===== src/rtl/ucsbece154_dmem_ctrl_if.sv =====
// Lane request/response and dual-port data-memory signals of the MEM-stage
// memory controller; suffixes are as seen from the controller.
interface ucsbece154_dmem_ctrl_if;
   logic        l0_valid_i, l1_valid_i;
   logic        l0_we_i,    l1_we_i;
   logic [31:0] l0_a_i,     l1_a_i;
   logic [31:0] l0_wd_i,    l1_wd_i;
   logic [31:0] l0_rd_o,    l1_rd_o;
   logic        l0_ack_o,   l1_ack_o;
   logic        mem_we1_o,  mem_we2_o;
   logic [31:0] mem_a1_o,   mem_a2_o;
   logic [31:0] mem_wd1_o,  mem_wd2_o;
   logic [31:0] mem_rd1_i,  mem_rd2_i;
   logic        sb_empty_o;

   modport slave (
      input  l0_valid_i, l1_valid_i, l0_we_i, l1_we_i,
      input  l0_a_i, l1_a_i, l0_wd_i, l1_wd_i,
      output l0_rd_o, l1_rd_o, l0_ack_o, l1_ack_o,
      output mem_we1_o, mem_we2_o, mem_a1_o, mem_a2_o, mem_wd1_o, mem_wd2_o,
      input  mem_rd1_i, mem_rd2_i,
      output sb_empty_o
   );

   modport master (
      output l0_valid_i, l1_valid_i, l0_we_i, l1_we_i,
      output l0_a_i, l1_a_i, l0_wd_i, l1_wd_i,
      input  l0_rd_o, l1_rd_o, l0_ack_o, l1_ack_o,
      input  mem_we1_o, mem_we2_o, mem_a1_o, mem_a2_o, mem_wd1_o, mem_wd2_o,
      output mem_rd1_i, mem_rd2_i,
      input  sb_empty_o
   );
endinterface


===== src/rtl/ucsbece154_dmem_ctrl.sv =====
// Dual-lane memory-port scheduler with an in-order store buffer drained on
// load-idle ports. Define STORE_FWD_EN to forward buffered data to loads.
module ucsbece154_dmem_ctrl #(
   parameter int SB_DEPTH = 4
) (
   input  logic                  clk,
   input  logic                  reset,
   ucsbece154_dmem_ctrl_if.slave bus
);
   localparam int PW = $clog2(SB_DEPTH);
   localparam int CW = PW + 1;
   localparam logic [CW-1:0] ONE_C  = CW'(1);
   localparam logic [CW-1:0] TWO_C  = CW'(2);
   localparam logic [CW-1:0] ZERO_C = CW'(0);

   logic [29:0]   waddr_q [SB_DEPTH];
   logic [31:0]   wdata_q [SB_DEPTH];
   logic [PW-1:0] head_q, head_d, tail_q, tail_d;
   logic [CW-1:0] count_q, count_d, free_s;

   logic [29:0]   wa0_s, wa1_s;
   logic          st0_s, st1_s, ld0_s, ld1_s;
   logic          hit0_s, hit1_s, same01_s;
   logic          ack0_s, ack1_s;
   logic          p1_free_s, p2_free_s;
   logic          drain_a_s, drain_b_s;
   logic          enq0_s, enq1_s;
   logic [1:0]    deq_s;
   logic [PW-1:0] head1_s, tail1_s;
`ifdef STORE_FWD_EN
   logic [31:0]   fwd0_s, fwd1_s;
`endif

   assign wa0_s    = bus.l0_a_i[31:2];
   assign wa1_s    = bus.l1_a_i[31:2];
   assign st0_s    = bus.l0_valid_i & bus.l0_we_i;
   assign st1_s    = bus.l1_valid_i & bus.l1_we_i;
   assign ld0_s    = bus.l0_valid_i & ~bus.l0_we_i;
   assign ld1_s    = bus.l1_valid_i & ~bus.l1_we_i;
   assign same01_s = st0_s & (wa0_s == wa1_s);
   assign free_s   = CW'(SB_DEPTH) - count_q;

   // Scan oldest to youngest so the last hit is the youngest buffered store.
   always_comb begin
      logic [PW-1:0] idx;
      logic          h0, h1;
      idx    = {PW{1'b0}};
      h0     = 1'b0;
      h1     = 1'b0;
      hit0_s = 1'b0;
      hit1_s = 1'b0;
`ifdef STORE_FWD_EN
      fwd0_s = 32'd0;
      fwd1_s = 32'd0;
`endif
      for (int i = 0; i < SB_DEPTH; i++) begin
         idx    = head_q + PW'(i);
         h0     = (CW'(i) < count_q) && (waddr_q[idx] == wa0_s);
         h1     = (CW'(i) < count_q) && (waddr_q[idx] == wa1_s);
         hit0_s = hit0_s | h0;
         hit1_s = hit1_s | h1;
`ifdef STORE_FWD_EN
         fwd0_s = h0 ? wdata_q[idx] : fwd0_s;
         fwd1_s = h1 ? wdata_q[idx] : fwd1_s;
`endif
      end
   end

   // Lane acceptance: capacity for stores, address hazards for loads.
   always_comb begin
      ack0_s = 1'b0;
      ack1_s = 1'b0;
      if (reset) begin
         ack0_s = 1'b0;
         ack1_s = 1'b0;
      end else begin
`ifdef STORE_FWD_EN
         ack0_s = st0_s ? (free_s >= ONE_C) : ld0_s;
         ack1_s = ack0_s & (st1_s ? (free_s >= (st0_s ? TWO_C : ONE_C)) : ld1_s);
`else
         ack0_s = st0_s ? (free_s >= ONE_C) : (ld0_s & ~hit0_s);
         ack1_s = ack0_s & (st1_s ? (free_s >= (st0_s ? TWO_C : ONE_C))
                                  : (ld1_s & ~hit1_s & ~same01_s));
`endif
      end
   end

   assign p1_free_s = ~(ack0_s & ld0_s);
   assign p2_free_s = ~(ack1_s & ld1_s);
   assign head1_s   = head_q + PW'(1);
   assign drain_a_s = ~reset & (count_q != ZERO_C) & (p1_free_s | p2_free_s);
   // Same-word neighbours never share a cycle, keeping write order unambiguous.
   assign drain_b_s = ~reset & (count_q >= TWO_C) & p1_free_s & p2_free_s &
                      (waddr_q[head1_s] != waddr_q[head_q]);

   // Memory port muxing: loads first, then head / head+1 drains, else idle.
   always_comb begin
      bus.mem_we1_o = 1'b0;
      bus.mem_a1_o  = 32'd0;
      bus.mem_wd1_o = 32'd0;
      bus.mem_we2_o = 1'b0;
      bus.mem_a2_o  = 32'd0;
      bus.mem_wd2_o = 32'd0;
      if (!p1_free_s) begin
         bus.mem_a1_o  = bus.l0_a_i;
      end else if (drain_a_s) begin
         bus.mem_we1_o = 1'b1;
         bus.mem_a1_o  = {waddr_q[head_q], 2'b00};
         bus.mem_wd1_o = wdata_q[head_q];
      end else begin
         bus.mem_we1_o = 1'b0;
      end
      if (!p2_free_s) begin
         bus.mem_a2_o  = bus.l1_a_i;
      end else if (drain_a_s && !p1_free_s) begin
         bus.mem_we2_o = 1'b1;
         bus.mem_a2_o  = {waddr_q[head_q], 2'b00};
         bus.mem_wd2_o = wdata_q[head_q];
      end else if (drain_b_s) begin
         bus.mem_we2_o = 1'b1;
         bus.mem_a2_o  = {waddr_q[head1_s], 2'b00};
         bus.mem_wd2_o = wdata_q[head1_s];
      end else begin
         bus.mem_we2_o = 1'b0;
      end
   end

`ifdef STORE_FWD_EN
   assign bus.l0_rd_o = p1_free_s ? 32'd0 : (hit0_s ? fwd0_s : bus.mem_rd1_i);
   assign bus.l1_rd_o = p2_free_s ? 32'd0 :
                        (same01_s ? bus.l0_wd_i : (hit1_s ? fwd1_s : bus.mem_rd2_i));
`else
   assign bus.l0_rd_o = p1_free_s ? 32'd0 : bus.mem_rd1_i;
   assign bus.l1_rd_o = p2_free_s ? 32'd0 : bus.mem_rd2_i;
`endif
   assign bus.l0_ack_o   = ack0_s;
   assign bus.l1_ack_o   = ack1_s;
   assign bus.sb_empty_o = reset | (count_q == ZERO_C);

   assign enq0_s  = ack0_s & st0_s;
   assign enq1_s  = ack1_s & st1_s;
   assign deq_s   = {1'b0, drain_a_s} + {1'b0, drain_b_s};
   assign tail1_s = enq0_s ? (tail_q + PW'(1)) : tail_q;
   assign tail_d  = tail_q + PW'(enq0_s) + PW'(enq1_s);
   assign head_d  = head_q + PW'(deq_s);
   assign count_d = count_q + CW'(enq0_s) + CW'(enq1_s) - CW'(deq_s);

   // Buffer pointers and occupancy.
   always_ff @(posedge clk) begin
      if (reset) begin
         head_q  <= {PW{1'b0}};
         tail_q  <= {PW{1'b0}};
         count_q <= ZERO_C;
      end else begin
         head_q  <= head_d;
         tail_q  <= tail_d;
         count_q <= count_d;
      end
   end

   // Entry storage, written in lane order.
   always_ff @(posedge clk) begin
      if (enq0_s) begin
         waddr_q[tail_q]  <= wa0_s;
         wdata_q[tail_q]  <= bus.l0_wd_i;
      end
      if (enq1_s) begin
         waddr_q[tail1_s] <= wa1_s;
         wdata_q[tail1_s] <= bus.l1_wd_i;
      end
   end
endmodule

===== src/flat_wrapper.sv =====
// flat-port wrapper written by rule: the top's interface ports become plain ports
module ucsbece154_dmem_ctrl_flat 
#(
   parameter int SB_DEPTH = 4
)
  (clk, reset, bus_l0_valid_i, bus_l1_valid_i, bus_l0_we_i, bus_l1_we_i, bus_l0_a_i, bus_l1_a_i, bus_l0_wd_i, bus_l1_wd_i, bus_l0_rd_o, bus_l1_rd_o, bus_l0_ack_o, bus_l1_ack_o, bus_mem_we1_o, bus_mem_we2_o, bus_mem_a1_o, bus_mem_a2_o, bus_mem_wd1_o, bus_mem_wd2_o, bus_mem_rd1_i, bus_mem_rd2_i, bus_sb_empty_o);
  ucsbece154_dmem_ctrl_if bus_i ();
  input  logic clk;
  input  logic reset;
  input wire logic [$bits(bus_i.l0_valid_i)-1:0] bus_l0_valid_i;
  input wire logic [$bits(bus_i.l1_valid_i)-1:0] bus_l1_valid_i;
  input wire logic [$bits(bus_i.l0_we_i)-1:0] bus_l0_we_i;
  input wire logic [$bits(bus_i.l1_we_i)-1:0] bus_l1_we_i;
  input wire logic [$bits(bus_i.l0_a_i)-1:0] bus_l0_a_i;
  input wire logic [$bits(bus_i.l1_a_i)-1:0] bus_l1_a_i;
  input wire logic [$bits(bus_i.l0_wd_i)-1:0] bus_l0_wd_i;
  input wire logic [$bits(bus_i.l1_wd_i)-1:0] bus_l1_wd_i;
  output wire logic [$bits(bus_i.l0_rd_o)-1:0] bus_l0_rd_o;
  output wire logic [$bits(bus_i.l1_rd_o)-1:0] bus_l1_rd_o;
  output wire logic [$bits(bus_i.l0_ack_o)-1:0] bus_l0_ack_o;
  output wire logic [$bits(bus_i.l1_ack_o)-1:0] bus_l1_ack_o;
  output wire logic [$bits(bus_i.mem_we1_o)-1:0] bus_mem_we1_o;
  output wire logic [$bits(bus_i.mem_we2_o)-1:0] bus_mem_we2_o;
  output wire logic [$bits(bus_i.mem_a1_o)-1:0] bus_mem_a1_o;
  output wire logic [$bits(bus_i.mem_a2_o)-1:0] bus_mem_a2_o;
  output wire logic [$bits(bus_i.mem_wd1_o)-1:0] bus_mem_wd1_o;
  output wire logic [$bits(bus_i.mem_wd2_o)-1:0] bus_mem_wd2_o;
  input wire logic [$bits(bus_i.mem_rd1_i)-1:0] bus_mem_rd1_i;
  input wire logic [$bits(bus_i.mem_rd2_i)-1:0] bus_mem_rd2_i;
  output wire logic [$bits(bus_i.sb_empty_o)-1:0] bus_sb_empty_o;
  assign bus_i.l0_valid_i = bus_l0_valid_i;
  assign bus_i.l1_valid_i = bus_l1_valid_i;
  assign bus_i.l0_we_i = bus_l0_we_i;
  assign bus_i.l1_we_i = bus_l1_we_i;
  assign bus_i.l0_a_i = bus_l0_a_i;
  assign bus_i.l1_a_i = bus_l1_a_i;
  assign bus_i.l0_wd_i = bus_l0_wd_i;
  assign bus_i.l1_wd_i = bus_l1_wd_i;
  assign bus_l0_rd_o = bus_i.l0_rd_o;
  assign bus_l1_rd_o = bus_i.l1_rd_o;
  assign bus_l0_ack_o = bus_i.l0_ack_o;
  assign bus_l1_ack_o = bus_i.l1_ack_o;
  assign bus_mem_we1_o = bus_i.mem_we1_o;
  assign bus_mem_we2_o = bus_i.mem_we2_o;
  assign bus_mem_a1_o = bus_i.mem_a1_o;
  assign bus_mem_a2_o = bus_i.mem_a2_o;
  assign bus_mem_wd1_o = bus_i.mem_wd1_o;
  assign bus_mem_wd2_o = bus_i.mem_wd2_o;
  assign bus_i.mem_rd1_i = bus_mem_rd1_i;
  assign bus_i.mem_rd2_i = bus_mem_rd2_i;
  assign bus_sb_empty_o = bus_i.sb_empty_o;
  ucsbece154_dmem_ctrl #(.SB_DEPTH(SB_DEPTH)) u_core (.clk(clk), .reset(reset), .bus(bus_i));
endmodule

===== config.mk =====
export PLATFORM = sky130hd
export DESIGN_NAME = ucsbece154_dmem_ctrl_flat
export DESIGN_NICKNAME = d
export VERILOG_FILES = /design/src/rtl/ucsbece154_dmem_ctrl_if.sv /design/src/rtl/ucsbece154_dmem_ctrl.sv /design/src/flat_wrapper.sv
export SDC_FILE = /design/constraint.sdc
export NUM_CORES = 1
export LEC_CHECK = 0
export ABC_CLOCK_PERIOD_IN_PS = 6300
export CAP_MARGIN = 20
export CORE_MARGIN = 10
export CORE_UTILIZATION = 41
export CTS_BUF_LIST = sky130_fd_sc_hd__clkbuf_2
export DETAILED_ROUTE_END_ITERATION = 10
export PLACE_DENSITY_LB_ADDON = 0.3
export SETUP_SLACK_MARGIN = 0.05
export SYNTH_ARGS = -nofsm -noshare
export SYNTH_HDL_FRONTEND = slang
export SYNTH_SLANG_ARGS = --single-unit

===== constraint.sdc =====
create_clock -name clk -period 6.3 [get_ports clk]
set_input_delay 1.26 -clock clk [delete_from_list [all_inputs] [get_ports clk]]
set_output_delay 1.26 -clock clk [all_outputs]
set_load 0.03 [all_outputs]

**After elaboration in Yosys (flattened, before gate mapping)**

Memory sizes are Yosys's and may differ from the RTL's. A register that Yosys moved wholly into a read port is not among the register bits.
Cells that the tools add are included.

- Memories: 2
- Bits in writable memories: 248
- Bits of input ports: 198
- Logic and storage cells: 109
- Bits in registers: 7

- Bitwise operators: 35
- Reduce and logical (&&, ||, !) cells: 11
- Muxes and demuxes: 29
- Order comparisons: 7
- Equality and inequality tests: 10
- $add $sub $neg: 12

Memories:

| memory | words | width | rd ports | clocked after memory_dff | write ports | line | RTL |
|---|---|---|---|---|---|---|---|
| u_core.wdata_q | 4 | 32 | 2 | 1 | 2 | ucsbece154_dmem_ctrl.sv:17 | `logic [31:0] wdata_q [SB_DEPTH];` |
| u_core.waddr_q | 4 | 30 | 4 | 1 | 2 | ucsbece154_dmem_ctrl.sv:16 | `logic [29:0] waddr_q [SB_DEPTH];` |

Operator list:

| cell | number |
|---|---|
| 32-bit two-way mux | 12 |
| 30-bit == test | 9 |
| 30-bit inequality test | 1 |
| 1-bit bitwise AND | 19 |
| 1-bit two-way mux | 13 |
| 1-bit logical AND | 9 |
| 2-bit two-way mux | 4 |
| 1-bit NOT | 8 |
| 1-bit bitwise OR | 8 |
| 3-bit by 1-bit adder with 3-bit output | 2 |
| 1-bit by 3-bit less-than comparator with 1-bit output (first input constant) | 2 |
| 2-bit by 3-bit less-than comparator with 1-bit output (first input constant) | 2 |
| 2-bit by 1-bit adder with 2-bit output | 2 |
| 2-bit by 1-bit adder with 2-bit output (second input constant) | 2 |
| 2-bit adder (second input constant) | 2 |
| 3-bit by 1-bit greater-or-equal comparator with 1-bit output (second input constant) | 1 |
| 3-bit by 2-bit greater-or-equal comparator with 1-bit output (second input constant) | 1 |
| 3-bit greater-or-equal comparator | 1 |
| 3-bit zero test | 1 |
| 3-bit nonzero test | 1 |
| 3-bit by 2-bit subtractor with 3-bit output | 1 |
| 3-bit subtractor (first input constant) | 1 |
| 1-bit by 1-bit adder with 2-bit output | 1 |
| 2-bit adder | 1 |

**Depth between registers and ports, before layout**

An unclocked memory read counts as a cell.

- Word-level depth: 20
- Mapped depth: 26

**Worst setup path before layout**

Ideal clock, no wire load.

- Path type: in2out
- Start point: input bus_l0_a_i[21]
- End point: output bus_mem_a2_o[11]
- Path slack: 762 ps
- Stages on the path: 12
- Arrival time: 4278 ps
- Cell sequence: buf_1 > inv_1 > o2bb2ai_1 > a221oi_1 > nand3_1 > or4_4 > o31ai_4 > or2_1 > buf_6 > buf_2 > mux2_2 > mux2i_1

- Word-level cells in the longest chain between the ends: 17

Ends and longest elaborated chain:

| item | line | RTL |
|---|---|---|
| start, declared | flat_wrapper.sv:14 | `input wire logic [$bits(bus_i.l0_a_i)-1:0] bus_l0_a_i;` |
| 30-bit == test | ucsbece154_dmem_ctrl.sv:58 | `h0 = (CW'(i) < count_q) && (waddr_q[idx] == wa0_s);` |
| 1-bit logical AND | ucsbece154_dmem_ctrl.sv:58 |  |
| 1-bit bitwise OR (3 in a row) | ucsbece154_dmem_ctrl.sv:60 | `hit0_s = hit0_s \| h0;` |
| 1-bit NOT | ucsbece154_dmem_ctrl.sv:81 | `ack0_s = st0_s ? (free_s >= ONE_C) : (ld0_s & ~hit0_s);` |
| 1-bit bitwise AND | ucsbece154_dmem_ctrl.sv:81 |  |
| 1-bit two-way mux | ucsbece154_dmem_ctrl.sv:81 |  |
| 1-bit two-way mux or 1-bit bitwise AND (tied branches) | ucsbece154_dmem_ctrl.sv:73, ucsbece154_dmem_ctrl.sv:82 |  |
| 1-bit bitwise AND or 1-bit two-way mux (tied branches) | ucsbece154_dmem_ctrl.sv:88, ucsbece154_dmem_ctrl.sv:73 |  |
| 1-bit NOT or 1-bit bitwise AND (tied branches) | ucsbece154_dmem_ctrl.sv:88, ucsbece154_dmem_ctrl.sv:89 |  |
| 1-bit bitwise AND or 1-bit NOT (tied branches) | ucsbece154_dmem_ctrl.sv:93, ucsbece154_dmem_ctrl.sv:89 |  |
| 1-bit bitwise AND or 1-bit bitwise OR (tied branches) | ucsbece154_dmem_ctrl.sv:93, ucsbece154_dmem_ctrl.sv:91 |  |
| 1-bit bitwise AND (on tied branches) | ucsbece154_dmem_ctrl.sv:93, ucsbece154_dmem_ctrl.sv:91 |  |
| 32-bit two-way mux or 1-bit logical AND (tied branches) | ucsbece154_dmem_ctrl.sv:119, ucsbece154_dmem_ctrl.sv:115 |  |
| 32-bit two-way mux | ucsbece154_dmem_ctrl.sv:115 | `end else if (drain_a_s && !p1_free_s) begin` |
| 32-bit two-way mux (*) | ucsbece154_dmem_ctrl.sv:113 | `if (!p2_free_s) begin` |
| end, declared | flat_wrapper.sv:25 | `output wire logic [$bits(bus_i.mem_a2_o)-1:0] bus_mem_a2_o;` |

Every way passes the cells marked *; elsewhere a longest branch is shown, timed or not.

**Worst setup path after layout**

- Start point: register u_core.head_q[0]
- End point: output bus_mem_a1_o[28]

- Word-level cells in the longest chain between the ends: 19

Ends and longest elaborated chain:

| item | line | RTL |
|---|---|---|
| start, declared | ucsbece154_dmem_ctrl.sv:18 | `logic [PW-1:0] head_q, head_d, tail_q, tail_d;` |
| start signal, assigned | ucsbece154_dmem_ctrl.sv:151 | `head_q <= {PW{1'b0}};` |
| 2-bit by 1-bit adder with 2-bit output | ucsbece154_dmem_ctrl.sv:57 | `idx = head_q + PW'(i);` |
| memory read 4 x 30 bit (*) | - |  |
| 30-bit == test | ucsbece154_dmem_ctrl.sv:59 | `h1 = (CW'(i) < count_q) && (waddr_q[idx] == wa1_s);` |
| 1-bit logical AND | ucsbece154_dmem_ctrl.sv:59 |  |
| 1-bit bitwise OR (3 in a row) | ucsbece154_dmem_ctrl.sv:61 | `hit1_s = hit1_s \| h1;` |
| 1-bit NOT | ucsbece154_dmem_ctrl.sv:83 | `: (ld1_s & ~hit1_s & ~same01_s));` |
| 1-bit bitwise AND (2 in a row) | ucsbece154_dmem_ctrl.sv:83 |  |
| 1-bit two-way mux | ucsbece154_dmem_ctrl.sv:82 | `ack1_s = ack0_s & (st1_s ? (free_s >= (st0_s ? TWO_C : ONE_C))` |
| 1-bit bitwise AND | ucsbece154_dmem_ctrl.sv:82 |  |
| 1-bit two-way mux | ucsbece154_dmem_ctrl.sv:73 | `if (reset) begin` |
| 1-bit bitwise AND | ucsbece154_dmem_ctrl.sv:89 | `assign p2_free_s = ~(ack1_s & ld1_s);` |
| 1-bit NOT | ucsbece154_dmem_ctrl.sv:89 |  |
| 1-bit bitwise OR | ucsbece154_dmem_ctrl.sv:91 | `assign drain_a_s = ~reset & (count_q != ZERO_C) & (p1_free_s \| p2_free_s);` |
| 1-bit bitwise AND | ucsbece154_dmem_ctrl.sv:91 |  |
| 32-bit two-way mux | ucsbece154_dmem_ctrl.sv:106 | `end else if (drain_a_s) begin` |
| 32-bit two-way mux (*) | ucsbece154_dmem_ctrl.sv:104 | `if (!p1_free_s) begin` |
| end, declared | flat_wrapper.sv:24 | `output wire logic [$bits(bus_i.mem_a1_o)-1:0] bus_mem_a1_o;` |

Marked as above.

==> flow_metrics.env <==
export IMPL_status="finished with violations"
export IMPL_violations="setup timing"
export IMPL_setup_ws_ps=-41.58
export IMPL_max_slew_margin_rel_pct=37.13
export IMPL_clk_latency_ps=1150
export IMPL_finalSetupViolCount=12
export IMPL_cp_startpoint="u_core.head_q[0]$_SDFF_PP0_"
export IMPL_cp_max_fo=21
export IMPL_wl_met1_um=48570
export IMPL_cts_buffer_depth=3
export IMPL_initialDrtViolationCount=2326
export IMPL_clk_pin_slew_ps=130
export IMPL_r2r_slack_ps=1020
export IMPL_post_drt_wl_per_cell_um=32.43
export IMPL_ant_nets=0
export IMPL_drv_slew=0
export IMPL_final_cell_count_no_fill=3845
export IMPL_cts_root_buf="clkbuf_2"
export IMPL_syn_to_final_growth_pct=47.19
export IMPL_stdcell_area_um2=35150
export IMPL_power_leakage_nw=13.32
export IMPL_die_area_um2=68300
export IMPL_dr_pass1_iters=8
export IMPL_start_kind="flop"
export IMPL_dr_wl_met2_um=58760
export IMPL_synth_fp_nets=2472
export IMPL_hold_depth=2
export IMPL_cp_required_ps=5040
export IMPL_dr_total_vias=23189
export IMPL_io_pins=395
export IMPL_grt_overflow=0
export IMPL_hold_class="flop to flop"
export IMPL_seq_area_um2=7595
export IMPL_finalHoldViolations=0
export IMPL_layout_drive_gt1_share_pct=44.36
export IMPL_min_from="u_core.tail_q[1]$_SDFF_PP0_"
export IMPL_grt_max_degree=85
export IMPL_postSynthCellCount=2258
export IMPL_postPlaceCellArea_um2=31500
export IMPL_topRoutingLayerUsed="met5"
export IMPL_rsz0062_at_grt="true"
export IMPL_netlist_cell_type_count=78
export IMPL_period_share_pct=100.7
export IMPL_path_class="flop to primary output"
export IMPL_place_ws_ps=-366.1
export IMPL_nNetsFinal=3239
export IMPL_drv_cap=0
export IMPL_grt_util_all_layers_pct=35.22
export IMPL_yosysSeqAreaShare_pct=31.77
export IMPL_std_cell_rows=88
export IMPL_synth_flop_cell="edfxtp_1"
export IMPL_reg2reg_to="u_core.count_q[2]$_SDFF_PP0_"
export IMPL_syn_avg_cell_area_um2=10.58
export IMPL_final_min_clock_period_ps=6342
export IMPL_cp_end_kind="primary output"
export IMPL_arrival_ps=5080
export IMPL_grt_pass1_wl_um=172600
export IMPL_viasPerCell=6.031
export IMPL_dr_wl_met3_um=11040
export IMPL_core_um2=57700
export IMPL_routed_wirelength_um=124700
export IMPL_r2r_start="u_core.head_q[0]$_SDFF_PP0_"
export IMPL_r2r_cells=24
export IMPL_cts_tree="built"
export IMPL_cts_htree_levels=3
export IMPL_synth_edf_count=248
export IMPL_min_to="u_core.tail_q[1]$_SDFF_PP0_"
export IMPL_hold_worst_slack_ps=608.6
export IMPL_die_w_um=261.3
export IMPL_grt_pass1_vias=23340
export IMPL_drc_errors=0
export IMPL_finClkSkew_ps=99.26
export IMPL_dp_cells=3594
export IMPL_port_buffers=394
export IMPL_ys_async_sr_fraction_pct=0
export IMPL_dieHeight_um=261.3
export IMPL_post_dp_hpwl_um=90950
export IMPL_clkSinkCount=255
export IMPL_multi_input_area_um2=16450
export IMPL_fmax_mhz=157.7
export IMPL_antenna_found_initial=7
export IMPL_ir_worst_vdd_uv=197.3
export IMPL_powerDensity_nw_per_um2=332.9
export IMPL_ys_ff_latch=255
export IMPL_place_gp_congestion=1.056
export IMPL_cts_made_buffers=76
export IMPL_nFillCells=4822
export IMPL_syn_area_um2=23880
export IMPL_start_util_pct=41.39
export IMPL_tightestPinTransition_ps=935.1
export IMPL_yosysWarnings=0
what timing repair did:
item	in CTS	in global routing
setup buffers	72	30
gates resized for setup	263	168
setup endpoints to repair	196	179
pin swaps	25	21
hold buffers	0	0
gates cloned	15	2
metrics by stage:
step                utilization, %  TNS (ps)  power (W)
detailed placement           54.59    -20920   0.009106
CTS                          59.60    -166.5    0.01126
finish                       60.93    -181.6    0.01170
floorplan                        -         0   0.005935
global route                 60.92    -11490    0.01207
global placement             54.59    -22530   0.009087
cell families (layout without fill, tap and decap cells):
logic type | Yosys count | after routing | share of synthesized area [%]
buf+inv | 248 | 1060 | 5.370
other cells | 0 | 5 | 0
xor+xnor | 292 | 292 | 10.71
fa+ha+maj | 16 | 16 | 0.9326
flops | 255 | 255 | 31.77
mux | 622 | 622 | 31.88
compound gates | 291 | 295 | 8.367
simple gates | 534 | 535 | 10.98
flip-flops by register name (all words and copies together), names as in the netlist:
signal	count
u_core.waddr_q	120
u_core.head_q	2
u_core.count_q	3
u_core.wdata_q	128
u_core.tail_q	2
area by class of cell:
class	instances	share of cell area, %
antenna	5	0.03559
clock buffer	108	1.538
clock inverter	20	0.3453
inverter	33	0.3666
multi-input combinational	1760	46.80
sequential	255	21.61
tap	765	2.723
timing repair buffer	899	26.59
worst max path at each step:
stage,to,slack [ps],cells past startpoint
after floorplan,bus_mem_a2_o[11],760,12
after global placement,bus_mem_a2_o[26],-420,15
after detailed placement,bus_mem_a2_o[26],-370,15
after CTS,bus_mem_a2_o[11],-50,17
after global routing,bus_mem_a1_o[28],-210,16
final,bus_mem_a1_o[28],-40,16
synth_stat cells, drive strengths merged, types with 25 or more instances:
cell type / number / area [µm²]
xor2: 76 / 665.6
o21ai: 39 / 206.5
a21oi: 93 / 476.7
and2: 69 / 431.7
or3: 34 / 212.7
inv: 31 / 116.4
mux4: 75 / 1693
mux2i: 226 / 2305
nand3: 30 / 155.1
mux2: 321 / 3615
clkbuf: 83 / 311.6
xnor2: 216 / 1892
nor4: 25 / 162.6
o2111ai: 38 / 332.8
buf: 132 / 845.8
edfxtp: 248 / 7447
nand2: 176 / 660.6
nand4: 48 / 300.3
nor2: 104 / 390.4
layout by cell type, fill, tap and decap left out, types with 31 or more instances in the layout:
cell,n
buf_4,454
mux2_2,302
edfxtp_1,248
clkdlybuf4s50_1,201
mux2i_1,182
xnor2_1,181
nand2_1,169
clkbuf_2,128
buf_12,112
nor2_1,100
mux4_2,75
xor2_1,70
and2_1,68
a21oi_1,59
buf_6,59
nand4_1,48
o2111ai_1,37
o21ai_0,35
or3_1,34
inv_1,31
power breakdown:
part / leakage, nW / total [W] / internal (W) / switching (W)
Combinational: 10.5 / 0.00831 / 0.00376 / 0.00455
Clock: 0.504 / 0.00132 / 0.000477 / 0.000841
Sequential: 2.30 / 0.00208 / 0.00198 / 0.0000964
routing by layer:
metal	vias up	GRT usage, %
li1	10034	-
met1	11596	43.96
met2	1268	57.38
met3	285	8.384
met4	6	15.36
met5	-	0
worst max-delay path, stage by stage, from the launching register on:
cell	delay [ps]
dfxtp_4	370
buf_12	160
clkinv_4	100
buf_16	210
mux2i_4	370
xnor2_2	170
buf_4	190
o2111ai_2	160
or4_4	520
o31ai_4	330
buf_4	320
nor2_4	170
buf_4	190
buf_12	150
o31ai_1	250
buf_4	160
buf_12	110
Note: power is estimated with default switching activity, not from simulation.
==> patch 1: new RTL, config.mk and constraints unchanged <==
`SB_DEPTH` is set to 4 in 2 places; all go to 2.
--- a/src/rtl/ucsbece154_dmem_ctrl.sv
+++ b/src/rtl/ucsbece154_dmem_ctrl.sv
@@ -1,7 +1,7 @@
 // Dual-lane memory-port scheduler with an in-order store buffer drained on
 // load-idle ports. Define STORE_FWD_EN to forward buffered data to loads.
 module ucsbece154_dmem_ctrl #(
-   parameter int SB_DEPTH = 4
+   parameter int SB_DEPTH = 2
 ) (
    input  logic                  clk,
    input  logic                  reset,
--- a/src/flat_wrapper.sv
+++ b/src/flat_wrapper.sv
@@ -1,7 +1,7 @@
 // flat-port wrapper written by rule: the top's interface ports become plain ports
 module ucsbece154_dmem_ctrl_flat 
 #(
-   parameter int SB_DEPTH = 4
+   parameter int SB_DEPTH = 2
 )
   (clk, reset, bus_l0_valid_i, bus_l1_valid_i, bus_l0_we_i, bus_l1_we_i, bus_l0_a_i, bus_l1_a_i, bus_l0_wd_i, bus_l1_wd_i, bus_l0_rd_o, bus_l1_rd_o, bus_l0_ack_o, bus_l1_ack_o, bus_mem_we1_o, bus_mem_we2_o, bus_mem_a1_o, bus_mem_a2_o, bus_mem_wd1_o, bus_mem_wd2_o, bus_mem_rd1_i, bus_mem_rd2_i, bus_sb_empty_o);
   ucsbece154_dmem_ctrl_if bus_i ();
Check against the original RTL: not equivalent (a bounded check fails within 4 cycles, from zero or initial values and one cycle with reset high).
==> patch 1 against the original RTL <==
- via count is 49% lower
- worst setup slack improved by 0.24 ns
- clock power is 57% lower
- sequential cell count fell by 127
- largest power group unchanged
- routed wire length shrank 59%
- synthesized area fell by 47%
- design area fell by 50%
- total power fell by 55%
- critical path depth is 7 lower
- die area is 44% lower
- synthesized cell count is 44% lower
==> patch 1: results (changes against the original RTL) <==
** Run status
- The flow ran to the end, and the final reports show no timing, DRC or antenna violations.

** CTS
- The worst-skew pair later-pin latency was 0.78 ns (-0.37 ns).
- Number of clock buffers inserted by TritonCTS :: 17 (-78%)
- Number of levels in the clock H-tree :: 4 (+1)
- The maximum clock insertion buffer count is 2 (-1).

** Worst setup path
- The number of cells on the worst reg-to-reg path was 17 (-29%).
- Slowest library cell on the worst path :: clkdlybuf4s50_1
- The critical path starts at bus_l0_a_i[30].
- Worst flop-to-flop path startpoint :: u_core.head_q
- In this run the critical register-to-register path is captured at u_core.count_q[1].
- The arrival time at the worst endpoint is 4.84 ns (-0.24 ns).

** Route
- Total routed wirelength :: 51550 um (-59%)
- The routed metal-1 wirelength is 20930 um (-57%).
- Met3 wire length :: 4439 um (-60%)
- Initial DRC count :: 959 (-59%)

** Timing
- The worst setup skew after layout is 0.06050 ns (-0.03876 ns).
- Post-route setup slack :: 0.1970 ns (+0.2386 ns)
- Max-Slew Margin vs Limit :: 0.3572 (-0.01407)
- Hold Worst Slack :: 0.7159 ns (+0.1073 ns)
- The period utilization was 0.9687 (-0.03787).

** Placement
- HPWL after DPL :: 37980 um (-58%)
- The cell count after placement is 1937 (-46%).
- The final weighted congestion in routability-driven placement was 0.9759 (-7.6%).
- Placed inst area :: 0.01706 mm^2 (-46%)
- The placement-stage worst setup slack was 0.1956 ns (+0.5617 ns).

** Finish
- Top Registers :: u_core.wdata_q x64, u_core.waddr_q x60, u_core.count_q x2
- Share of cells above drive strength 1 :: 0.2478 (-0.1958)

** Synthesis
- By count the netlist is led by mux2_2 (133), xnor2_1 (130), edfxtp_1 (124).
- Count of distinct cell types in the synthesized netlist :: 48 (-38%)
- Most area-consuming cells after synthesis :: edfxtp_1 (30%), mux2_2 (12%), xnor2_1 (9.1%), mux2i_1 (6.1%), and2_1 (5.5%)
- Syn Nets :: 1476 (-40%)

** Pwr
- Max IR drop VDD :: 0.0002460 V (+25%)

** GRT
- The pin count of the biggest net entering global routing was 120 (+41%).
- Total global routing track utilization :: 0.2569 (-0.09526)
- The met2 usage in global routing was 0.4304 (-0.1434).
- Initial antenna violation count :: 5 (-2)
- The first-pass GRT wire length was 76560 um (-56%).
- The routing usage on met1 came to 0.3274 (-0.1122).
[patch 1: cell types whose count changed in the layout (fill, tap and decap cells not counted), sizes merged, moves of 86 or more]
cell    delta
edfxtp   -124
mux2i    -138
nand2    -142
xnor2     -86
mux2     -186
buf      -470
clkbuf   -112
[patch 1: area by class of cell]
type / instances / area [um^2]
diodes: 7 / 17.52
inverters: 8 / 30.03
well taps: 396 / 495.5
clock buffers: 17 / 85.08
fillers: 2641 / 12940
repair buffers: 453 / 4920
flip-flops and latches: 128 / 3807
multi-input cells: 961 / 7966
clock inverters: 15 / 163.9
[patch 1: worst min-delay path by stage]
| stage | startpoint | endpoint | depth (start not counted) |
|---|---|---|---|
| 6_report | u_core.count_q[0] | u_core.count_q[0] | 3 |
| 3_5_place_dp | u_core.count_q[1] | u_core.count_q[1] | 3 |
| 2_1_floorplan | u_core.tail_q | u_core.tail_q | 3 |
| 4_1_cts | u_core.count_q[0] | u_core.count_q[0] | 3 |
| 3_3_place_gp | u_core.count_q[1] | u_core.count_q[1] | 3 |
| 5_1_grt | u_core.count_q[0] | u_core.count_q[0] | 3 |
[patch 1: power breakdown]
group          switching (W)  internal [W]  total [W]
Sequential         0.0000536      0.000988    0.00104
Clock               0.000408      0.000166   0.000574
Combinational        0.00205       0.00165    0.00370
[patch 1: cell families after synthesis]
family	count (synthesis)	synth area share
multiplexers	223	0.1944
AO/OA/AOI/OAI	243	0.1558
flip-flops	128	0.3027
AND/OR/NAND/NOR	300	0.1375
buffers and inverters	180	0.06951
adder cells (fa/ha/maj)	10	0.01175
XOR/XNOR	184	0.1283
[patch 1: what timing repair did]
item,in CTS,in global routing
buffers inserted,1,5
endpoints found under the hold margin,0,0
pin swaps,1,0
cloned,1,1
hold buffers,0,0
gates resized for setup,1,4
endpoints found under the setup margin,62,109
==> patch 2: new RTL, config.mk and constraints unchanged <==
Made on the original files. Reset style: asynchronous (`reset`), changed in one clocked block.
--- a/src/rtl/ucsbece154_dmem_ctrl.sv
+++ b/src/rtl/ucsbece154_dmem_ctrl.sv
@@ -146,7 +146,7 @@
    assign count_d = count_q + CW'(enq0_s) + CW'(enq1_s) - CW'(deq_s);
 
    // Buffer pointers and occupancy.
-   always_ff @(posedge clk) begin
+   always_ff @(posedge clk or posedge reset) begin
       if (reset) begin
          head_q  <= {PW{1'b0}};
          tail_q  <= {PW{1'b0}};
Check against the original RTL: not settled (the Yosys comparison gave no result); the edit may change what the design does.
==> patch 2 against the original RTL <==
- the flow still finishes with violations (setup timing)
- total power increased by 13%
- via count down 4.7%
- routed wire length is 8.6% lower
- worst hold slack improved by 0.0016 ns
- worst setup slack worse by 0.28 ns
- combinational power up 17%
- design area decreased by 5.6%
- fmax down 4.2%
- sequential share of layout area grew 1.4 points
- synthesized area shrank 1.6%
- sequential cell count unchanged
==> patch 2: results (changes against the original RTL) <==
** CTS
- Clock-pin slew of the registers on the worst-case setup and hold paths :: 0.10 ns (-0.03 ns)
- Number of clock buffers inserted by TritonCTS :: 74 (-2.6%)

** Finish
- Number of ordinary inverters in the final layout :: 78 (+140%)
- The final standard cell area without fillers came to 0.03320 mm^2 (-5.6%).
- Fill cells :: 4856 (+0.71%)
- The multi-input logic cell count was 1673 (-4.9%).
- The area share of buffers outside the clock network is 0.2356 (-0.03025).
- The count of clock buffers in the final design is 101 (-6.5%).
- The count of plain and timing-repair buffers was 776 (-14%).
- Clock network contribution to total cell area :: 0.02039 (+0.001561)
- The count of nets after finishing was 3072 (-5.2%).

** Synthesis
- Async SR Flop Fraction :: 0.02745 (+0.02745)
- Count of distinct cell types in the synthesized netlist :: 71 (-9.0%)
- Commonest cells in the synthesized netlist :: mux2_2 (258), edfxtp_1 (248), mux2i_1 (228)
- Syn Nets :: 2435 (-1.5%)

** Route
- The routed metal-1 wirelength came to 43880 um (-9.7%).
- The total met2 wirelength after detailed routing is 53880 um (-8.3%).
- Vias/cell :: 6.018 (-0.22%)
- Total routed wirelength :: 114000 um (-8.6%)
- The initial DRC count was 2076 (-11%).
- Number of detailed-routing iterations run before antenna repair :: 10 (+2)
- Met3 wire length :: 9743 um (-12%)

** Pwr
- The largest vdd supply drop came to 0.0002294 V (+16%).
- The leakage power of the design came to 13.01 nW (-2.3%).

** Run status
- The checks that failed: setup timing.
- The flow ran to the end, but the final reports show violations.

** Placement
- The final weighted congestion in routability-driven placement is 1.051 (-0.47%).
- The cell count after placement was 3477 (-3.3%).
- The detailed placement HPWL is 84900 um (-6.6%).

** Timing
- Post-route setup slack :: -0.3208 ns (-0.2792 ns)
- The post-route setup TNS was -28.70 ns (-28.52 ns).
- Final setup violation count :: 149 (+137)
- Final setup skew :: 0.1018 ns (+0.002491 ns)

** GRT
- GR Layer Usage met3 :: 0.07823 (-0.005607)
- Initial antenna violation count :: 12 (+5)
- Total global routing track utilization :: 0.3229 (-0.02922)
- Maximum number of pins on one net before global-route repair :: 74 (-13%)
- Met2 track demand over resource :: 0.5234 (-0.05038)

** Worst setup path
- Worst reg-to-reg path cell count :: 23 (-4.2%)
- The worst register-to-register path ends at u_core.count_q[2].
- Setup slack of the worst register-to-register path :: 0.77 ns (-0.25 ns)
- The most critical setup path has its endpoint at bus_mem_wd2_o[25].
- Data arrival time of the critical path :: 5.36 ns (+0.28 ns)
- The largest fanout on the critical path was 16 (-24%).
- Worst flop-to-flop path startpoint :: u_core.head_q[0]

** Worst hold path
- Startpoint of the tightest hold check path :: u_core.tail_q[1]
[patch 2: how the worst min path moves through the flow]
| stage | to | slack (ns) | cells past startpoint |
|---|---|---|---|
| after CTS | u_core.count_q[2] | 0.55 | 2 |
| after global routing | u_core.count_q[1] | 0.52 | 2 |
| final | u_core.tail_q[1] | 0.61 | 1 |
| after global placement | u_core.tail_q[1] | 0.56 | 1 |
| after floorplan | u_core.tail_q[1] | 0.52 | 1 |
| after detailed placement | u_core.tail_q[1] | 0.58 | 1 |
[patch 2: power by group]
group / switching (W) / internal (W) / total (W) / leakage [nW]
registers: 0.000116 / 0.00204 / 0.00216 / 2.32
logic: 0.00554 / 0.00418 / 0.00972 / 10.2
clock network: 0.000822 / 0.000491 / 0.00131 / 0.498
[patch 2: timing repair]
| item | CTS | global route |
|---|---|---|
| setup endpoints to repair | 196 | 196 |
| gates resized for setup | 513 | 163 |
| cloned | 8 | 5 |
| pin swaps | 33 | 13 |
| setup buffers | 41 | 7 |
| hold buffers | 0 | 0 |
[patch 2: worst max-delay path: stages, from the launching register on]
cell and delay, ns:
dfrtp_4 0.43, buf_6 0.14, buf_16 0.17, buf_4 0.13, mux4_2 0.58, xnor2_1 0.34
nand4_1 0.27, nor4_1 0.35, buf_4 0.19, o2111ai_2 0.17, o311ai_1 0.15, buf_4 0.18
nor3_4 0.06, buf_12 0.17, buf_12 0.14, buf_12 0.13, buf_4 0.14, nor3b_1 0.14
o21a_1 0.23, buf_12 0.14
[patch 2: logic make-up after synthesis]
logic type	count (synthesis)	share of synthesized area
mux	625	0.3233
simple gates	462	0.09766
buf+inv	293	0.05346
xor+xnor	291	0.1085
compound gates	279	0.08318
flops	255	0.3244
fa+ha+maj	16	0.009479
